### src/rtl/jtag_ir_ctrl_if.sv
// jtag_ir_ctrl_if: TAP strobes into, and decoded instruction state out of, the IR controller
interface jtag_ir_ctrl_if #(
   parameter int IR_WIDTH = 4
);
   logic                tlr;
   logic                capture_ir;
   logic                shift_ir;
   logic                update_ir;
   logic                tdi;
   logic                ir_tdo;
   logic [IR_WIDTH-1:0] latch_jtag_ir;
   logic [6:0]          select;
   logic                undef_opcode;
   logic                ir_updated;
   modport master (
      output tlr, capture_ir, shift_ir, update_ir, tdi,
      input  ir_tdo, latch_jtag_ir, select, undef_opcode, ir_updated
   );
   modport slave (
      input  tlr, capture_ir, shift_ir, update_ir, tdi,
      output ir_tdo, latch_jtag_ir, select, undef_opcode, ir_updated
   );
endinterface

### src/rtl/jtag_ir_ctrl.sv
// jtag_ir_ctrl: JTAG instruction register (shift + update stages) with registered one-hot decode
module jtag_ir_ctrl #(
   parameter int                  IR_WIDTH        = 4,
   parameter logic [IR_WIDTH-1:0] OPC_IDCODE      = IR_WIDTH'(4'h7),
   parameter logic [IR_WIDTH-1:0] OPC_BYPASS      = '1,
   parameter logic [IR_WIDTH-1:0] OPC_SAMPLE      = IR_WIDTH'(4'h1),
   parameter logic [IR_WIDTH-1:0] OPC_EXTEST      = IR_WIDTH'(4'h2),
   parameter logic [IR_WIDTH-1:0] OPC_INTEST      = IR_WIDTH'(4'h3),
   parameter logic [IR_WIDTH-1:0] OPC_USERCODE    = IR_WIDTH'(4'h8),
   parameter logic [IR_WIDTH-1:0] OPC_RUNBIST     = IR_WIDTH'(4'h4),
   parameter logic [IR_WIDTH-1:0] CAPTURE_VAL     = IR_WIDTH'(2'b01),
   parameter bit                  UNDEF_AS_BYPASS = 1'b1
) (
   input logic           i_tck,
   input logic           i_rst,
   jtag_ir_ctrl_if.slave bus
);
   localparam logic [IR_WIDTH-1:0] OPCS [7] = '{OPC_IDCODE, OPC_BYPASS, OPC_SAMPLE, OPC_EXTEST,
                                                OPC_INTEST, OPC_USERCODE, OPC_RUNBIST};
   localparam logic [6:0] SEL_IDCODE = 7'b0000001;
   localparam logic [6:0] SEL_UNDEF  = UNDEF_AS_BYPASS ? 7'b0000010 : SEL_IDCODE;

   if (IR_WIDTH < 2) begin : g_width_err
      $error("jtag_ir_ctrl: IR_WIDTH must be >= 2");
   end else if (CAPTURE_VAL[1:0] != 2'b01) begin : g_cap_err
      $error("jtag_ir_ctrl: CAPTURE_VAL[1:0] must be 2'b01");
   end
   for (genvar i = 0; i < 7; i++) begin : g_i
      for (genvar j = i + 1; j < 7; j++) begin : g_j
         if (OPCS[i] == OPCS[j]) begin : g_dup
            $error("jtag_ir_ctrl: duplicate opcode values");
         end
      end
   end

   logic [IR_WIDTH-1:0] r_sr;
   logic [IR_WIDTH-1:0] r_latch;
   logic [6:0]          r_sel;
   logic                r_undef;
   logic                r_upd;
   logic [6:0]          w_hit;
   logic [6:0]          w_sel;
   logic                w_undef;

   // decode the shift stage so select/undef land together with the latch on update
   always_comb begin
      w_hit = '0;
      for (int k = 0; k < 7; k++) w_hit[k] = (r_sr == OPCS[k]);
      w_undef = ~|w_hit;
      w_sel   = w_undef ? SEL_UNDEF : w_hit;
   end

   // strobe priority: reset, test-logic-reset, update, capture, shift
   always_ff @(posedge i_tck) begin
      if (i_rst) begin
         r_sr    <= CAPTURE_VAL;
         r_latch <= OPC_IDCODE;
         r_sel   <= SEL_IDCODE;
         r_undef <= 1'b0;
         r_upd   <= 1'b0;
      end else if (bus.tlr) begin
         r_latch <= OPC_IDCODE;
         r_sel   <= SEL_IDCODE;
         r_undef <= 1'b0;
         r_upd   <= r_latch != OPC_IDCODE;
      end else if (bus.update_ir) begin
         r_latch <= r_sr;
         r_sel   <= w_sel;
         r_undef <= w_undef;
         r_upd   <= r_latch != r_sr;
      end else begin
         r_upd <= 1'b0;
         if (bus.capture_ir) r_sr <= CAPTURE_VAL;
         else if (bus.shift_ir) r_sr <= {bus.tdi, r_sr[IR_WIDTH-1:1]};
      end
   end

   assign bus.ir_tdo        = r_sr[0];
   assign bus.latch_jtag_ir = r_latch;
   assign bus.select        = r_sel;
   assign bus.undef_opcode  = r_undef;
   assign bus.ir_updated    = r_upd;
endmodule

### src/flat_wrapper.sv
// flat-port wrapper written by rule: the top's interface ports become plain ports
module jtag_ir_ctrl_flat 
#(
   parameter int                  IR_WIDTH        = 4,
   parameter logic [IR_WIDTH-1:0] OPC_IDCODE      = IR_WIDTH'(4'h7),
   parameter logic [IR_WIDTH-1:0] OPC_BYPASS      = '1,
   parameter logic [IR_WIDTH-1:0] OPC_SAMPLE      = IR_WIDTH'(4'h1),
   parameter logic [IR_WIDTH-1:0] OPC_EXTEST      = IR_WIDTH'(4'h2),
   parameter logic [IR_WIDTH-1:0] OPC_INTEST      = IR_WIDTH'(4'h3),
   parameter logic [IR_WIDTH-1:0] OPC_USERCODE    = IR_WIDTH'(4'h8),
   parameter logic [IR_WIDTH-1:0] OPC_RUNBIST     = IR_WIDTH'(4'h4),
   parameter logic [IR_WIDTH-1:0] CAPTURE_VAL     = IR_WIDTH'(2'b01),
   parameter bit                  UNDEF_AS_BYPASS = 1'b1
)
  (i_tck, i_rst, bus_tlr, bus_capture_ir, bus_shift_ir, bus_update_ir, bus_tdi, bus_ir_tdo, bus_latch_jtag_ir, bus_select, bus_undef_opcode, bus_ir_updated);
  jtag_ir_ctrl_if #(.IR_WIDTH(IR_WIDTH)) bus_i ();
  input logic i_tck;
  input logic i_rst;
  input wire logic [$bits(bus_i.tlr)-1:0] bus_tlr;
  input wire logic [$bits(bus_i.capture_ir)-1:0] bus_capture_ir;
  input wire logic [$bits(bus_i.shift_ir)-1:0] bus_shift_ir;
  input wire logic [$bits(bus_i.update_ir)-1:0] bus_update_ir;
  input wire logic [$bits(bus_i.tdi)-1:0] bus_tdi;
  output wire logic [$bits(bus_i.ir_tdo)-1:0] bus_ir_tdo;
  output wire logic [$bits(bus_i.latch_jtag_ir)-1:0] bus_latch_jtag_ir;
  output wire logic [$bits(bus_i.select)-1:0] bus_select;
  output wire logic [$bits(bus_i.undef_opcode)-1:0] bus_undef_opcode;
  output wire logic [$bits(bus_i.ir_updated)-1:0] bus_ir_updated;
  assign bus_i.tlr = bus_tlr;
  assign bus_i.capture_ir = bus_capture_ir;
  assign bus_i.shift_ir = bus_shift_ir;
  assign bus_i.update_ir = bus_update_ir;
  assign bus_i.tdi = bus_tdi;
  assign bus_ir_tdo = bus_i.ir_tdo;
  assign bus_latch_jtag_ir = bus_i.latch_jtag_ir;
  assign bus_select = bus_i.select;
  assign bus_undef_opcode = bus_i.undef_opcode;
  assign bus_ir_updated = bus_i.ir_updated;
  jtag_ir_ctrl #(.IR_WIDTH(IR_WIDTH), .OPC_IDCODE(OPC_IDCODE), .OPC_BYPASS(OPC_BYPASS), .OPC_SAMPLE(OPC_SAMPLE), .OPC_EXTEST(OPC_EXTEST), .OPC_INTEST(OPC_INTEST), .OPC_USERCODE(OPC_USERCODE), .OPC_RUNBIST(OPC_RUNBIST), .CAPTURE_VAL(CAPTURE_VAL), .UNDEF_AS_BYPASS(UNDEF_AS_BYPASS)) u_core (.i_tck(i_tck), .i_rst(i_rst), .bus(bus_i));
endmodule
### config.mk
export PLATFORM = sky130hd
export DESIGN_NAME = jtag_ir_ctrl_flat
export DESIGN_NICKNAME = d
export VERILOG_FILES = /design/src/rtl/jtag_ir_ctrl_if.sv /design/src/rtl/jtag_ir_ctrl.sv /design/src/flat_wrapper.sv
export SDC_FILE = /design/constraint.sdc
export NUM_CORES = 1
export LEC_CHECK = 0
export ABC_AREA = 1
export CORE_MARGIN = 1
export CORE_UTILIZATION = 28
export DETAILED_ROUTE_END_ITERATION = 10
export SYNTH_ARGS = -nofsm -noshare
export SYNTH_HDL_FRONTEND = slang
export SYNTH_SLANG_ARGS = --single-unit
### constraint.sdc
create_clock -name i_tck -period 3.29 [get_ports i_tck]
set_clock_uncertainty 0.05 [all_clocks]
set_input_delay 0.329 -clock i_tck [delete_from_list [all_inputs] [get_ports i_tck]]
set_output_delay 0.329 -clock i_tck [all_outputs]
set_load 0.03 [all_outputs]
# Yosys cells after proc, flatten, opt, wreduce, memory -nomap -nowiden

Index checks and enable logic that the tools add are counted.

Logic and storage cells: 26
Memory bits (writable): 0
Output and inout bits: 14
Bits in latches: 0
Bits in registers: 17
ROM bits: 0
Memories kept: 0

Bitwise logic cells: 2
Equal/unequal tests: 9
Divide/modulo/power cells: 0
Multiplexer cells: 5
$add $sub $neg: 0
Shift operators: 0
Multiply operators: 0
$lt $le $gt $ge: 0
Reductions and logical operators: 5

Operators with widths:

| kind                                           | number |
|---|---|
| == test 4 x 2 -> 1 bit (second input constant) | 2 |
| == test 4 x 3 -> 1 bit (second input constant) | 2 |
| == test 4 bit (second input constant)          | 2 |
| 2-to-1 mux 4 bit                               | 2 |
| 2-to-1 mux 7 bit                               | 1 |
| OR reduction 7 bit                             | 1 |
| == test 4 x 1 -> 1 bit (second input constant) | 1 |
| != test 4 x 3 -> 1 bit (second input constant) | 1 |
| != test 4 bit                                  | 1 |
| AND reduction 3 bit                            | 1 |
| 2-to-1 mux 1 bit                               | 2 |
| NOT 1 bit                                      | 2 |
| nonzero test 2 bit                             | 1 |
| OR reduction 2 bit                             | 1 |
| zero test 1 bit                                | 1 |

# Logic depth before layout (Yosys ltp)

Depth after elaboration: 3
Mapped depth: 10
Gate-level depth less buffers: 9

# Least setup slack after synthesis

OpenSTA, ideal clock, no wires.

Path type: reg2reg
Start: register u_core.r_sr[0]
End: register u_core.r_sel[1] (netlist: u_core.bus.select[1])
Data arrival time: 1,111 ps
Required time: 3,131 ps
Library setup time: 109 ps
Stages on the path, launching flop included: 11
Path slack: 2,021 ps
Period minus slack after synthesis: 1,269 ps
Path through: dfxtp_1 > buf_6 > nand2_1 > inv_2 > nand2_1 > nand2_1 > inv_1 > nand2_1 > nand3_1 > nand2_1 > inv_1

Cells in the longest elaborated chain, start to end: 3

RTL lines:

| what                                           | RTL line           | source |
|---|---|---|
| from (decl)                                    | jtag_ir_ctrl.sv:36 | `logic [IR_WIDTH-1:0] r_sr;` |
| from (signal assigned)                         | jtag_ir_ctrl.sv:74 | `else if (bus.shift_ir) r_sr <= {bus.tdi, r_sr[IR_WIDTH-1:1]};` |
| == test 4 x 3 -> 1 bit (tied with other cells) | jtag_ir_ctrl.sv:48 | `for (int k = 0; k < 7; k++) w_hit[k] = (r_sr == OPCS[k]);` |
| OR reduction 7 bit                             | jtag_ir_ctrl.sv:49 | `w_undef = ~\|w_hit;` |
| 2-to-1 mux 7 bit (*)                           | jtag_ir_ctrl.sv:50 | `w_sel = w_undef ? SEL_UNDEF : w_hit;` |
| to (signal assigned)                           | jtag_ir_ctrl.sv:68 | `r_sel <= w_sel;` |
| to (decl)                                      | jtag_ir_ctrl.sv:38 | `logic [6:0] r_sel;` |

Every way passes the cells marked *; elsewhere a longest branch is shown, timed or not.
A chain may end at the register's enable or synchronous reset.

# Worst setup path in the final report

Start: register u_core.r_sr[0]
End: output bus_ir_tdo

RTL lines:

| what      | RTL line           | source |
|---|---|---|
| to (decl) | flat_wrapper.sv:24 | `output wire logic [$bits(bus_i.ir_tdo)-1:0] bus_ir_tdo;` |

No word-level cell between the ends.

==> flow_summary.json <==
{
  "highest_layer": "met4",
  "multi_input_area_um2": 373,
  "numClockSinks": 17,
  "rsz0062_at_grt": "false",
  "endpoint_kind": "output pin",
  "postCtsSetupRepairBufs": 0,
  "antenna_found_initial": 0,
  "ys_types": 17,
  "grt_util_all_layers_pct": 12.0,
  "diodes": 0,
  "crit_family": "buffers and inverters",
  "hold_buffers": 0,
  "drt_drc_violations_left": 0,
  "cts.repair.resized": 0,
  "overflow": 0,
  "fmax_mhz": 527,
  "seq_area_um2": 340,
  "syn-instance-count": 108,
  "grt_pass1_wl_um": 2990,
  "dr_wl_met3_um": 68,
  "dr.pass1.iters": 4,
  "drt-met1-wl_um": 797,
  "wl_met2_um": 768,
  "fillers": 296,
  "drive_above_1_share_pct": 7.87,
  "area_growth_pct": 26.5,
  "wl_per_cell_um": 10.5,
  "yosysSeqAreaShare_pct": 41.9,
  "setup_tns_ps": 0,
  "start_util_pct": 29.4,
  "cts.clk_slew.worst_paths_ps": 90,
  "path_buf_inv": 1,
  "period_minus_slack_ps": 1900,
  "wirelength_um": 1660,
  "layout_commonest_cell": "nand2_1",
  "ant_nets": 0,
  "cp.required_ps": 2910,
  "status": "completed",
  "vias_per_cell": 4.59,
  "final_cell_mix": "nand2_1, clkdlybuf4s50_1, dfxtp_1",
  "die_x_um": 55.9,
  "path_max_fanout": 8,
  "grt_max_degree": 20,
  "synthesis.area_per_instance_um2": 7.52,
  "die_area_um2": 3120,
  "cp-start-kind": "flop",
  "rows": 19,
  "synth-seq-cells": 17,
  "p_leak_nw": 0.440,
  "final_nets": 135,
  "grt_pass1_vias": 736,
  "drv_cap": 0,
  "yosys_warnings": 0,
  "slew_viol_final": 0,
  "slowest_delay_ps": 730,
  "clk_path_buf_depth": 2,
  "cts_buffers": 3,
  "clkLatencyLatePin_ps": 280,
  "cts_max_level": 1,
  "num_vias": 725,
  "setup_ws_ps": 1390,
  "crit_type": "flop to output pin",
  "die_h_um": 55.9,
  "hold_viol_final": 0,
  "hpwl_um": 1190,
  "place_ws_ps": 1400,
  "cts-root-buf": "clkbuf_4",
  "syn_nets": 115,
  "syn_area_um2": 812,
  "port_buffers": 20,
  "worstMarginPinSlew_ps": 647,
  "core_area_um2": 2760,
  "crit_arrival_ps": 1520,
  "period_share_pct": 57.7,
  "drt_iter0_drc": 19,
  "crit_slowest_cell": "clkdlybuf4s50_1",
  "power.density_nw_per_um2": 386,
  "cts_tree": "yes",
  "place_congestion": 0.804,
  "max_slew_margin_pct": 56.7,
  "hp-class": "flop to flop",
  "setup_viol": 0,
  "io_pins": 21,
  "path_cells": "clkdlybuf4s50_1",
  "vdd_ir_drop_max_uv": 180
}
[flip-flops by register name (all words and copies together) (netlist names)]
name                      flops
u_core.bus.select             7
u_core.bus.latch_jtag_ir      4
u_core.r_sr                   4
u_core.bus.ir_updated         1
u_core.bus.undef_opcode       1
[stage by stage]
| step | hold slack, ps | area [µm²] | util, % | power (mW) | instances |
|---|---|---|---|---|---|
| after floorplan | 348 | 812 | - | 0.269 | 108 |
| after global placement | 403 | 1000 | 36.3 | 0.294 | 154 |
| after detailed placement | 404 | 1000 | 36.3 | 0.294 | 154 |
| after CTS | 426 | 1030 | 37.3 | 0.406 | 158 |
| after global routing | 458 | 1030 | 37.3 | 0.421 | 158 |
| final | 420 | 1030 | 37.3 | 0.397 | 158 |
[layout make-up]
cell class	instances	area share (%)
inverter	13	4.75
tap	31	3.78
timing repair buffer	20	19.5
multi-input combinational	73	36.3
clock buffer	4	2.56
sequential	17	33.1
[cell usage after synthesis]
library cell | number | area share (%)
o31ai_1 | 1 | 0.92
buf_6 | 4 | 5.5
inv_2 | 3 | 1.4
o211ai_1 | 3 | 2.8
a21oi_1 | 10 | 6.2
buf_2 | 1 | 0.62
xor2_1 | 4 | 4.3
nand3_1 | 9 | 5.5
nor2_2 | 1 | 0.77
nor2_1 | 13 | 6.0
nor3_4 | 1 | 2.0
dfxtp_1 | 17 | 42
nand2_1 | 21 | 9.7
nor2_4 | 2 | 2.8
nor3_1 | 1 | 0.62
o21ai_0 | 7 | 4.3
inv_1 | 10 | 4.6
[power by group]
part	switching, mW	leakage [nW]	internal [mW]
Combinational	0.0395	0.286	0.0292
Sequential	0.00733	0.139	0.214
Clock	0.0603	0.0150	0.0471
[kinds of logic (layout without fill, tap and decap cells)]
group	Yosys count	count (layout)	share of synthesized area, %
simple gates	48	48	27.4
compound gates	21	21	14.2
buf+inv	18	37	12.2
flops	17	17	41.9
xor+xnor	4	4	4.31
[per-layer routing]
metal | global-route usage, % | vias up
li1 | - | 380
met1 | 15.7 | 326
met2 | 18.6 | 15
met3 | 2.56 | 4
met4 | 6.27 | 0
met5 | 0 | -
[worst paths after layout]
path / from / end / slack (ps) / cells past startpoint
worst max register to register: u_core.r_sr[2]$_SDFFE_PP0P_ / u_core.bus.select[1]$_SDFFE_PP0P_ / 1970 / 9
worst min register to register: u_core.bus.select[0]$_SDFFE_PP1P_ / u_core.bus.select[0]$_SDFFE_PP1P_ / 420 / 2
worst max-delay path: u_core.r_sr[0]$_SDFFE_PP1P_ / bus_ir_tdo / 1390 / 1
worst min-delay path: u_core.bus.select[0]$_SDFFE_PP1P_ / u_core.bus.select[0]$_SDFFE_PP1P_ / 420 / 2
Power figures use the tool's default switching activity.
